===== config.mk =====
export PLATFORM = sky130hd
export DESIGN_NAME = lsu_misalign_unit
export DESIGN_NICKNAME = d
export VERILOG_FILES = /design/src/rtl/lsu_misalign_unit.sv
export SDC_FILE = /design/constraint.sdc
export NUM_CORES = 1
export LEC_CHECK = 0
export ABC_AREA = 1
export BUFFER_PORTS_ARGS = -buffer_cell sky130_fd_sc_hd__buf_2
export CORE_MARGIN = 2
export CORE_UTILIZATION = 30
export CTS_CLUSTER_SIZE = 25
export DETAILED_ROUTE_END_ITERATION = 8
export PLACE_DENSITY = 0.57
export SYNTH_ARGS = -nofsm -noshare
export SYNTH_HDL_FRONTEND = slang
export SYNTH_SLANG_ARGS = --single-unit

===== constraint.sdc =====
create_clock -name clk -period 1.95 [get_ports clk]
set_input_delay 0.39 -clock clk [delete_from_list [all_inputs] [get_ports clk]]
set_output_delay 0.39 -clock clk [all_outputs]
set_load 0.01 [all_outputs]

===== src/rtl/lsu_misalign_unit.sv =====
// Load/store sequencer between EX/MEM and datamemory: word-read loads, per-lane stores.
// Build option MISALIGN_SPLIT_EN: split misaligned accesses; otherwise reject them with misalign_err.
module lsu_misalign_unit #(
  parameter int DM_ADDRESS = 9,
  parameter int DATA_W     = 32
) (
  input  logic                  clk,
  input  logic                  rst_n,
  input  logic                  req_valid,
  input  logic                  req_read,
  input  logic                  req_write,
  input  logic [DM_ADDRESS-1:0] req_addr,
  input  logic [DATA_W-1:0]     req_wdata,
  input  logic [2:0]            req_funct3,
  output logic                  stall,
  output logic                  resp_valid,
  output logic [DATA_W-1:0]     resp_rdata,
  output logic                  misalign_err,
  output logic                  mem_read,
  output logic                  mem_write,
  output logic [DM_ADDRESS-1:0] mem_a,
  output logic [DATA_W-1:0]     mem_wd,
  output logic [2:0]            mem_funct3,
  input  logic [DATA_W-1:0]     mem_rd
);

  typedef enum logic [2:0] {IDLE, RD_LO, RD_HI, RESP, WR, WR_B, ERR} state_t;

  state_t                state_q, state_d;
  logic [1:0]            cnt_q, cnt_d;
  logic [DM_ADDRESS-1:0] addr_q;
  logic [DATA_W-1:0]     wdata_q, lo_q, hi_q;
  logic [2:0]            funct3_q;
  logic                  accept;
  logic [DM_ADDRESS-1:0] word_a;
  logic [DATA_W-1:0]     shifted;

  // Index of the last byte of the access (size - 1); size comes from funct3[1:0] alone.
  function automatic logic [1:0] last_k(input logic [2:0] f3);
    case (f3[1:0])
      2'b00:   return 2'd0;
      2'b01:   return 2'd1;
      default: return 2'd3;
    endcase
  endfunction

  function automatic logic is_misaligned(input logic [1:0] off, input logic [2:0] f3);
    case (f3[1:0])
      2'b00:   return 1'b0;
      2'b01:   return off[0];
      default: return off != 2'b00;
    endcase
  endfunction

  function automatic logic spans_words(input logic [1:0] off, input logic [2:0] f3);
    return ({1'b0, off} + {1'b0, last_k(f3)}) > 3'd3;
  endfunction

  assign accept  = (state_q == IDLE) && req_valid && (req_read || req_write);
  assign word_a  = {addr_q[DM_ADDRESS-1:2], 2'b00};
  assign shifted = 32'({hi_q, lo_q} >> {addr_q[1:0], 3'b000});

  // NOTE: request fields and read data are captured with non-blocking assignments so every
  // register samples pre-edge values; blocking here would create order-dependent races.
  always_ff @(posedge clk or negedge rst_n) begin
    if (!rst_n) begin
      state_q  <= IDLE;
      cnt_q    <= '0;
      addr_q   <= '0;
      wdata_q  <= '0;
      funct3_q <= '0;
      lo_q     <= '0;
      hi_q     <= '0;
    end else begin
      state_q <= state_d;
      cnt_q   <= cnt_d;
      if (accept) begin
        addr_q   <= req_addr;
        wdata_q  <= req_wdata;
        funct3_q <= req_funct3;
      end
      if (state_q == RD_LO) lo_q <= mem_rd;
      if (state_q == RD_HI) hi_q <= mem_rd;
    end
  end

  // NOTE: every output and next-state value gets a default first, so no path infers a latch.
  always_comb begin
    state_d      = state_q;
    cnt_d        = cnt_q;
    stall        = 1'b0;
    resp_valid   = 1'b0;
    resp_rdata   = '0;
    misalign_err = 1'b0;
    mem_read     = 1'b0;
    mem_write    = 1'b0;
    mem_a        = '0;
    mem_wd       = '0;
    mem_funct3   = '0;
    case (state_q)
      IDLE: begin
        stall = accept;
        cnt_d = 2'd0;
        if (accept) begin
`ifdef MISALIGN_SPLIT_EN
          if (req_read)                                      state_d = RD_LO;
          else if (is_misaligned(req_addr[1:0], req_funct3)) state_d = WR_B;
          else                                               state_d = WR;
`else
          if (is_misaligned(req_addr[1:0], req_funct3))      state_d = ERR;
          else if (req_read)                                 state_d = RD_LO;
          else                                               state_d = WR;
`endif
        end
      end
      RD_LO: begin
        stall      = 1'b1;
        mem_read   = 1'b1;
        mem_a      = word_a;
        mem_funct3 = 3'b010;
        state_d    = spans_words(addr_q[1:0], funct3_q) ? RD_HI : RESP;
      end
      RD_HI: begin
        stall      = 1'b1;
        mem_read   = 1'b1;
        mem_a      = word_a + DM_ADDRESS'(4);
        mem_funct3 = 3'b010;
        state_d    = RESP;
      end
      RESP: begin
        resp_valid = 1'b1;
        case (funct3_q)
          3'b000:  resp_rdata = {{24{shifted[7]}}, shifted[7:0]};
          3'b100:  resp_rdata = {24'b0, shifted[7:0]};
          3'b001:  resp_rdata = {{16{shifted[15]}}, shifted[15:0]};
          3'b101:  resp_rdata = {16'b0, shifted[15:0]};
          default: resp_rdata = shifted;
        endcase
        state_d = IDLE;
      end
      WR: begin
        mem_write  = 1'b1;
        mem_a      = addr_q;
        mem_wd     = wdata_q;
        mem_funct3 = funct3_q;
        state_d    = IDLE;
      end
      WR_B: begin
        mem_write  = 1'b1;
        mem_a      = addr_q + DM_ADDRESS'(cnt_q);
        mem_wd     = {4{wdata_q[{cnt_q, 3'b000} +: 8]}};
        mem_funct3 = 3'b000;
        if (cnt_q == last_k(funct3_q)) begin
          cnt_d   = 2'd0;
          state_d = IDLE;
        end else begin
          stall = 1'b1;
          cnt_d = cnt_q + 2'd1;
        end
      end
      ERR: begin
`ifdef MISALIGN_SPLIT_EN
        misalign_err = 1'b0;
`else
        misalign_err = 1'b1;
`endif
        state_d = IDLE;
      end
      default: state_d = IDLE;
    endcase
  end

endmodule


# Word level (Yosys, flattened, before mapping)
# Cells that the tools add are included.
dict set report word_totals {
  inputBits 81
  ff_bits 113
  output_inout_bits 81
}
dict set report op_classes {
  eq_ne 14
  addsub 4
  n_reduce_logical 12
  order_cmp 1
  n_shift 2
  n_mux 25
}
# cell n
set op_table {}
lappend op_table {{case mux 32 bit (4 select lines)} 1}
lappend op_table {{case mux 32 bit (2 select lines)} 1}
lappend op_table {{>> shifter 64 x 5 -> 32 bit} 1}
lappend op_table {{case mux 9 bit (4 select lines)} 1}
lappend op_table {{two-way mux 32 bit} 1}
lappend op_table {{variable part select 32 x 6 -> 8 bit} 1}
lappend op_table {{equality test 3 bit (second input constant)} 5}
lappend op_table {{two-way mux 3 bit} 4}
lappend op_table {{case mux 3 bit (4 select lines)} 1}
lappend op_table {{adder 9 x 2 -> 9 bit} 1}
lappend op_table {{adder 9 x 3 -> 9 bit (second input constant)} 1}
lappend op_table {{two-way mux 1 bit} 8}
lappend op_table {{case mux 2 bit (2 select lines)} 2}
lappend op_table {{equality test 3 x 1 -> 1 bit (second input constant)} 2}
lappend op_table {{equality test 3 x 2 -> 1 bit (second input constant)} 2}
lappend op_table {{zero test 3 bit} 2}
lappend op_table {{two-way mux 2 bit} 3}
lappend op_table {{case mux 3 bit (2 select lines)} 1}
lappend op_table {{equality test 2 x 1 -> 1 bit (second input constant)} 2}
lappend op_table {{zero test 2 bit} 2}
lappend op_table {{inequality test 2 bit (second input constant)} 2}
lappend op_table {{nonzero test 2 bit} 2}
lappend op_table {{OR reduction 2 bit} 2}
lappend op_table {{adder 2 x 2 -> 3 bit} 1}
lappend op_table {{8 further kinds} 9}

# Depth between registers and ports, before layout
# Gate-level depths: netlist (run 1).
dict set report depth {
  depth_word 8
  mapped_depth 10
  ltp_nobuf 9
}

# Worst setup path after synthesis (run 1)
# No wires, ideal clock.
dict set report synth_timing {
  path_kind {flip-flop to output port}
  start {reg addr_q[0]}
  end {out mem_a[4]}
  t_arrival_ns 1.521
  path_buffers 0
  required_ns 1.560
  path_stages_with_launch 6
  setup_slack_ns 0.039
  path_cell_list {dfrtp_1 ha_1 fa_1 nor2_1 o21ai_0 a21oi_1}
}
dict set report synth_between {
  elab_chain_cells 2
}
# item line_no
set synth_lines {}
lappend synth_lines {{from (decl)} 31} ;# logic [DM_ADDRESS-1:0] addr_q;
lappend synth_lines {{from (signal assigned)} 78} ;# addr_q <= req_addr;
lappend synth_lines {{adder 9 x 2 -> 9 bit} 150} ;# mem_a = addr_q + DM_ADDRESS'(cnt_q);
lappend synth_lines {{case mux 9 bit (4 select lines)} 100} ;# case (state_q)
lappend synth_lines {{to (decl)} 21} ;# output logic [DM_ADDRESS-1:0] mem_a,
# No other way between the ends.

# Worst setup path in the final report (run 1)
dict set report layout_timing {
  start {reg cnt_q[0]}
  end {out mem_a[8]}
}
dict set report layout_between {
  elab_chain_cells 2
}
# item line_no
set layout_lines {}
lappend layout_lines {{from (decl)} 30} ;# logic [1:0] cnt_q, cnt_d;
lappend layout_lines {{from (signal assigned)} 76} ;# cnt_q <= cnt_d;
lappend layout_lines {{adder 9 x 2 -> 9 bit} 150}
lappend layout_lines {{case mux 9 bit (4 select lines)} 100}
# No other way between the ends.

==> impl_metrics.csv, run 1 <==
group,metric,value,unit
clock_tree,cts-buffers-inserted,9,
timing,finClkSkew,0.0126,ns
finish,area_grow_syn2layout,37.4,%
critical_path,critical_path_peak_fanout,4,
global_route,grt_overflow_total,0,
timing,timing_max_transition_violations_final,0,
timing,timing.slew.headroom,0.672,
timing,worst-slew-pin-transition,0.492,ns
synthesis,post_synth_fa_ha_maj_area_fraction,0.0108,
floorplanning,initial_util,0.307,
floorplanning,die_w,151,um
synthesis,postSynthNetCount,1062,
detailed_routing,detail_route.iter0.violations,572,
job,max_cap_viol_count,0,
synthesis,post_synth_and_or_nand_nor_area_fraction,0.332,
place,gp_congestion,0.825,
finish,final_cell_mix,"366 x nand2_1, 156 x buf_2, 111 x inv_1",
place,port_buffers,161,
timing,layout_min_cycle_time,2.31,ns
detailed_routing,routed_via_count_divided_by_cell_count,4.76,
timing,timing.final.crit_share,1.18,
global_route,track_usage,0.192,
timing,fin_ws,-0.357,ns
critical_path,endpoint_required_time_on_the_critical_path,1.56,ns
critical_path,max_stage_delay,0.44,ns
synthesis,synthesis.area,6490,um^2
timing,finalHoldViolCount,0,
finish,final_layout_size_suffix_gt1_frac,0.296,
floorplanning,number_of_cell_rows,53,
floorplanning,core_region_area,21200,um^2
clock_tree,cts.sinks,105,
clock_tree,root_buffer,"clkbuf_16",
detailed_routing,drt.antenna.violating_nets,0,
finish,number_of_fillers_in_the_final_layout,2258,
timing,timing.final.setup_violations,73,
synthesis,synth_seq_area_share,0.405,
synthesis,ranking_of_synthesized_cells_by_area,"dfrtp_1 40%, nand2_1 23%, o21ai_0 9.3%, nand3_1 7.2%, inv_1 6.6%",
timing,max_freq,434,MHz
synthesis,syn_area_per_cell,6.65,um^2
synthesis,yosys-mux-area-fraction,0,
synthesis,post_synth_num_cell_types,29,
clock_tree,cts_max_path_buffers,2,
finish,layout.cell_area.non_filler,8920,um^2
synthesis,largest_family_of_logic_cells_by_synthesized_area,"simple AND/OR/NAND/NOR gates",
synthesis,synth_ff_type,"dfrtp_1",
global_route,grt_first_pass_wirelength,34300,um
clock_tree,clock_insertion_delay_at_the_later_pin_of_the_skew_report,0.36,ns
critical_path,worst-path-buf-inv,2,
outcome,failed_checks,"negative setup slack",
worst_hold_path,min-delay-path-class,"in2reg",
synthesis,synth_compound_gate_area_share,0.134,
global_route,grt_pass1_vias,6609,
power,p_leak,4.93,nW
floorplanning,fp.dieArea,22800,um^2
place,placed_cell_area,7790,um^2
finish,layout.cells.most_common,"nand2_1",
power,vdd_drop_max,531,uV
clock_tree,tritoncts,"built",
critical_path,cp_slowest_cell,"fa_2",
synthesis,synth_enable_flop_cells,0,
synthesis,synth.yosys.warnings,0,
detailed_routing,wirelength,22000,um
detailed_routing,vias,6885,
synthesis,flops_latches_synth,105,
detailed_routing,routedWlPerCell,15.2,um
synthesis,yosys.area_share.xor_xnor,0.00135,
outcome,run_status,"finished, violations left",
floorplanning,design.portCount,162,
global_route,largest_net_degree_at_the_start_of_global_routing,51,
critical_path,critical_path_arrival,1.92,ns
detailed_routing,detail_route.first_pass.iterations,8,
floorplanning,fp.dieH,151,um
synthesis,synth_largest_area_cell,"dfrtp_1",
finish,fin_nets,1251,
detailed_routing,remaining_drc_errors,0,
critical_path,critical_path.top_delay_family,"adder cells",
timing,setup_total_negative_slack,-14.15,ns
power,power_per_cell_area,1580,nW/um^2
critical_path,timing.critical_path.cells,"ha_4, fa_2, nand2_2, inv_2, nand2_1, nand2_1, nand3_1, nand3_1, buf_2",
clock_tree,cts-htree-levels,3,
critical_path,criticalPathCategory,"reg2out",
place,dp_hpwl,15400,um
timing,rsz0062_at_grt,"yes",
synthesis,synth_largest_type_area_fraction,0.405,
global_route,initial_antenna_violation_count,3,
clock_tree,clk_pin_slew_worst_paths,0.09,ns
synthesis,synthCells,976,
critical_path,cp-end-kind,"primary output",
critical_path,cp-start-kind,"register",
synthesis,asyncSetResetFlopFracSynth,1.00,
-- worst paths after layout --
kind                               from     endpoint  slack, ns  cells after the start
setup / recovery               cnt_q[0]     mem_a[8]      -0.36                      9
setup reg to reg             state_q[2]   state_q[0]       0.36                      8
hold / removal             req_wdata[4]   wdata_q[4]       0.22                      3
hold reg to reg                 lo_q[4]      lo_q[4]       0.48                      2
min in group asynchronous         rst_n  wdata_q[13]       0.55                      2
max in group asynchronous         rst_n  wdata_q[30]       0.80                      3
-- layout make-up --
type	count	area [um^2]	share of cell area
multi-input combinational	696	3470	0.389
sequential	105	2630	0.295
timing repair buffer	229	1660	0.187
inverter	123	502	0.0563
tap	275	344	0.0386
clock buffer	10	229	0.0257
clock inverter	6	63.8	0.00716
timing repair inverter	1	11.3	0.00126
antenna	1	2.50	0.000281
-- timing repair --
item / in CTS / in global routing
endpoints found under the setup margin: 78 / 77
hold endpoints to repair: 22 / 0
gates cloned: 5 / 6
gates resized for setup: 98 / 55
buffers inserted: 9 / 3
hold buffers: 1 / 0
pin swaps: 18 / 15
-- power breakdown --
group	switching [W]	internal (W)	total [W]	leakage [nW]
registers	0.000764	0.00323	0.00399	1.29
clock network	0.000927	0.000903	0.00183	0.139
logic	0.00502	0.00328	0.00830	3.50
total	0.00671	0.00741	0.0141	4.93
-- worst register-to-register path, delay by kind of cell (launching register included) --
family        cells  cell delay (ns)
flops             1             0.49
buf+inv           2             0.54
simple gates      6             0.45
-- routing by layer --
metal	vias to the layer above	track usage	share of wire
met3	34	0.0407	0.066
met4	2	0.0621	0.024
met2	225	0.298	0.45
met5	-	0	0.00059
li1	3459	-	-
met1	3165	0.268	0.46
-- metrics by stage --
step                      std cells  hold slack [ns]  worst slack (ns)  power [W]   util
after global routing           1445            0.217            -0.445     0.0153  0.421
final                          1446            0.221            -0.357     0.0141  0.421
after detailed placement       1407            0.381           -0.0620     0.0107  0.368
after floorplan                 976           0.0944            0.0390    0.00842      -
after global placement         1407            0.383           -0.0443     0.0106  0.368
after CTS                      1438            0.212            -0.312     0.0135  0.406
-- synthesized netlist by cell type (2+ instances only) --
library cell / number
nand2_1: 391
o21ai_0: 121
inv_1: 114
dfrtp_1: 105
nand3_1: 94
a21oi_1: 33
buf_2: 28
clkbuf_1: 16
nor2_1: 13
o211ai_1: 8
or2_2: 7
buf_6: 6
inv_2: 6
nand3_2: 6
o21ai_1: 5
buf_4: 4
ha_1: 4
clkinv_1: 3
nor3_1: 2
-- state kept, by name (all words and copies together) (netlist names) --
name and cells:
state_q 3, addr_q 9, cnt_q 2, hi_q 24, funct3_q 3, wdata_q 32, lo_q 32
-- cells by family (layout without fill, tap and decap cells) --
kind of cell,count (synthesis),in the layout
adders and majority gates,5,5
AOI/OAI and AO/OA,169,169
xor gates and xnor gates,1,1
other,0,1
DFF,105,105
buffers and inverters,178,369
and+or+nand+nor,518,521
Power figures use the tool's default switching activity.
==> inputs of run 2 (changes only) <==
==> constraint.sdc (replaced) <==
create_clock -name clk -period 1.95 [get_ports clk]
set_input_delay 0.39 -clock clk [delete_from_list [all_inputs] [get_ports clk]]
set_output_delay 0.39 -clock clk [all_outputs]
set_load 0.05 [all_outputs]
==> impl_metrics.csv, run 2 (synthesized netlist as in run 1, its figures left out) <==
group,metric,value,unit
floorplanning,fp.dieH,151,um
clock_tree,clk_pin_slew_worst_paths,0.08,ns
timing,max_freq,421,MHz
power,power_report.internal_total,0.00872,W
power,switching_share,0.494,
critical_path,cp-start-kind,"register",
place,gp_congestion,0.865,
clock_tree,cts-buffers-inserted,9,
floorplanning,die_w,151,um
critical_path,criticalPathCategory,"reg2out",
floorplanning,number_of_cell_rows,53,
place,port_buffers,161,
job,max_cap_viol_count,0,
critical_path,reg2reg_setup_slack,0.30,ns
timing,fin_ws,-0.423,ns
timing,timing.slew.headroom,0.674,
clock_tree,cts.sinks,105,
power,vdd_drop_max,883,uV
detailed_routing,wirelength,24000,um
detailed_routing,routedWlPerCell,16.3,um
power,power_per_cell_area,1690,nW/um^2
timing,rsz0062_at_grt,"yes",
detailed_routing,detail_route.first_pass.iterations,5,
power,combinationalPowerShare,0.658,
finish,fin_nets,1276,
critical_path,critical_path_arrival,1.98,ns
worst_hold_path,min-delay-path-class,"in2reg",
outcome,failed_checks,"negative setup slack",
global_route,grt_first_pass_wirelength,36200,um
clock_tree,root_buffer,"clkbuf_16",
outcome,run_status,"finished, violations left",
finish,stdcell_count,1470,
detailed_routing,routed_via_count_divided_by_cell_count,4.92,
finish,final_cell_mix,"338 x nand2_1, 107 x inv_1, 100 x dfrtp_1",
timing,finalHoldViolCount,0,
power,p_leak,5.32,nW
timing,layout_min_cycle_time,2.37,ns
global_route,grt_pass1_vias,6874,
critical_path,max_stage_delay,0.41,ns
global_route,track_usage,0.207,
clock_tree,clock_insertion_delay_at_the_later_pin_of_the_skew_report,0.36,ns
finish,ant_cells,0,
detailed_routing,remaining_drc_errors,0,
power,clkPwrFrac,0.112,
detailed_routing,vias,7233,
floorplanning,core_region_area,21200,um^2
timing,setup_total_negative_slack,-21.58,ns
critical_path,cp-end-kind,"primary output",
clock_tree,tritoncts,"built",
clock_tree,cts_max_path_buffers,2,
clock_tree,cts-htree-levels,3,
detailed_routing,drt.antenna.violating_nets,0,
detailed_routing,detail_route.iter0.violations,416,
timing,timing_max_transition_violations_final,0,
critical_path,endpoint_required_time_on_the_critical_path,1.56,ns
global_route,grt_overflow_total,0,
power,total_switching_power,0.00852,W
floorplanning,fp.dieArea,22800,um^2
place,dp_hpwl,15000,um
floorplanning,design.portCount,162,
timing,timing.final.setup_violations,77,
timing,worst-slew-pin-transition,0.489,ns
critical_path,cp_slowest_cell,"dfrtp_1",
finish,layout.cells.most_common,"nand2_1",
finish,final_layout_size_suffix_gt1_frac,0.371,
global_route,initial_antenna_violation_count,0,
critical_path,timing.critical_path.cells,"ha_2, fa_2, nor2_4, o21ai_2, a21oi_4, buf_6",
timing,finClkSkew,0.00524,ns
floorplanning,initial_util,0.307,
critical_path,critical_path_peak_fanout,4,
finish,area_grow_syn2layout,57.4,%
timing,timing.final.crit_share,1.22,
global_route,largest_net_degree_at_the_start_of_global_routing,66,
finish,largest_registers,"lo_q x32, wdata_q x32, hi_q x24",
power,p_seq_frac,0.230,
place,place.detailed.instances,1409,
run 2: changes by cell type in the layout (fill, tap and decap cells not counted), moves of 7 or more:
cell / before / now
nand2_1: 366 / 338
buf_4: 38 / 52
buf_8: 4 / 17
nand2_2: 22 / 41
nand3_1: 85 / 73
a21oi_1: 18 / 11
nand2_4: 3 / 13
buf_2: 156 / 81
a21oi_4: 2 / 9
o21ai_2: 7 / 26
buf_6: 12 / 68
o21ai_0: 104 / 86
run 2: final timing paths:
kind | end | depth (start not counted) | start
worst max register to register | state_q[0] | 8 | state_q[0]
worst min-delay path | wdata_q[27] | 3 | req_wdata[27]
worst max-delay path | mem_a[4] | 6 | addr_q[0]
max in group asynchronous | cnt_q[1] | 3 | rst_n
worst min register to register | hi_q[6] | 2 | hi_q[6]
min in group asynchronous | hi_q[4] | 2 | rst_n
run 2: power by group through the flow:
stage | Sequential, W | Clock (W) | Combinational [W]
floorplan | 0.00374 | 0 | 0.00609
CTS | 0.00389 | 0.00196 | 0.0102
global placement | 0.00389 | 0 | 0.00816
global route | 0.00411 | 0.00204 | 0.0123
detailed placement | 0.00390 | 0 | 0.00827
finish | 0.00397 | 0.00192 | 0.0113
run 2: metrics by stage:
stage | setup slack [ns] | utilization | power [W] | area, um^2 | hold WS [ns]
detailed placement | -0.263 | 0.379 | 0.0122 | 8020 | 0.270
finish | -0.423 | 0.483 | 0.0172 | 10200 | 0.225
global route | -0.481 | 0.483 | 0.0184 | 10200 | 0.224
floorplan | -0.271 | - | 0.00983 | 6650 | 0.0944
global placement | -0.217 | 0.379 | 0.0120 | 8020 | 0.263
CTS | -0.432 | 0.456 | 0.0161 | 9650 | 0.216
run 2: area by class of cell:
type / count / area [um^2]
Inverter: 123 / 502
Clock buffer: 11 / 243
Timing Repair Buffer: 250 / 2520
Sequential cell: 105 / 2630
Timing Repair inverter: 5 / 51.3
Fill cell: 2056 / 10900
Clock inverter: 5 / 61.3
Tap cell: 275 / 344
Multi-Input combinational cell: 696 / 3860
run 2: metal layers:
metal  vias up  global-route usage  routed length, um
met5         -                   0                  0
met3        40              0.0377               1660
met2       269               0.343              11600
met4         0              0.0617                529
met1      3412               0.275              10300
li1       3512                   -                  -
run 2: critical path: cells and delay by family, from the launching register on:
family	cells	cell delay, ns
compound gates	2	0.28
fa+ha+maj	2	0.61
buf+inv	1	0.17
flops	1	0.41
simple gates	1	0.15
run 2: timing repair:
item	in CTS	in global routing
hold endpoints to repair	11	0
pin swaps	28	32
hold buffers	1	0
cloned	15	8
endpoints found under the setup margin	79	80
gates resized for setup	283	105
buffers inserted	13	10
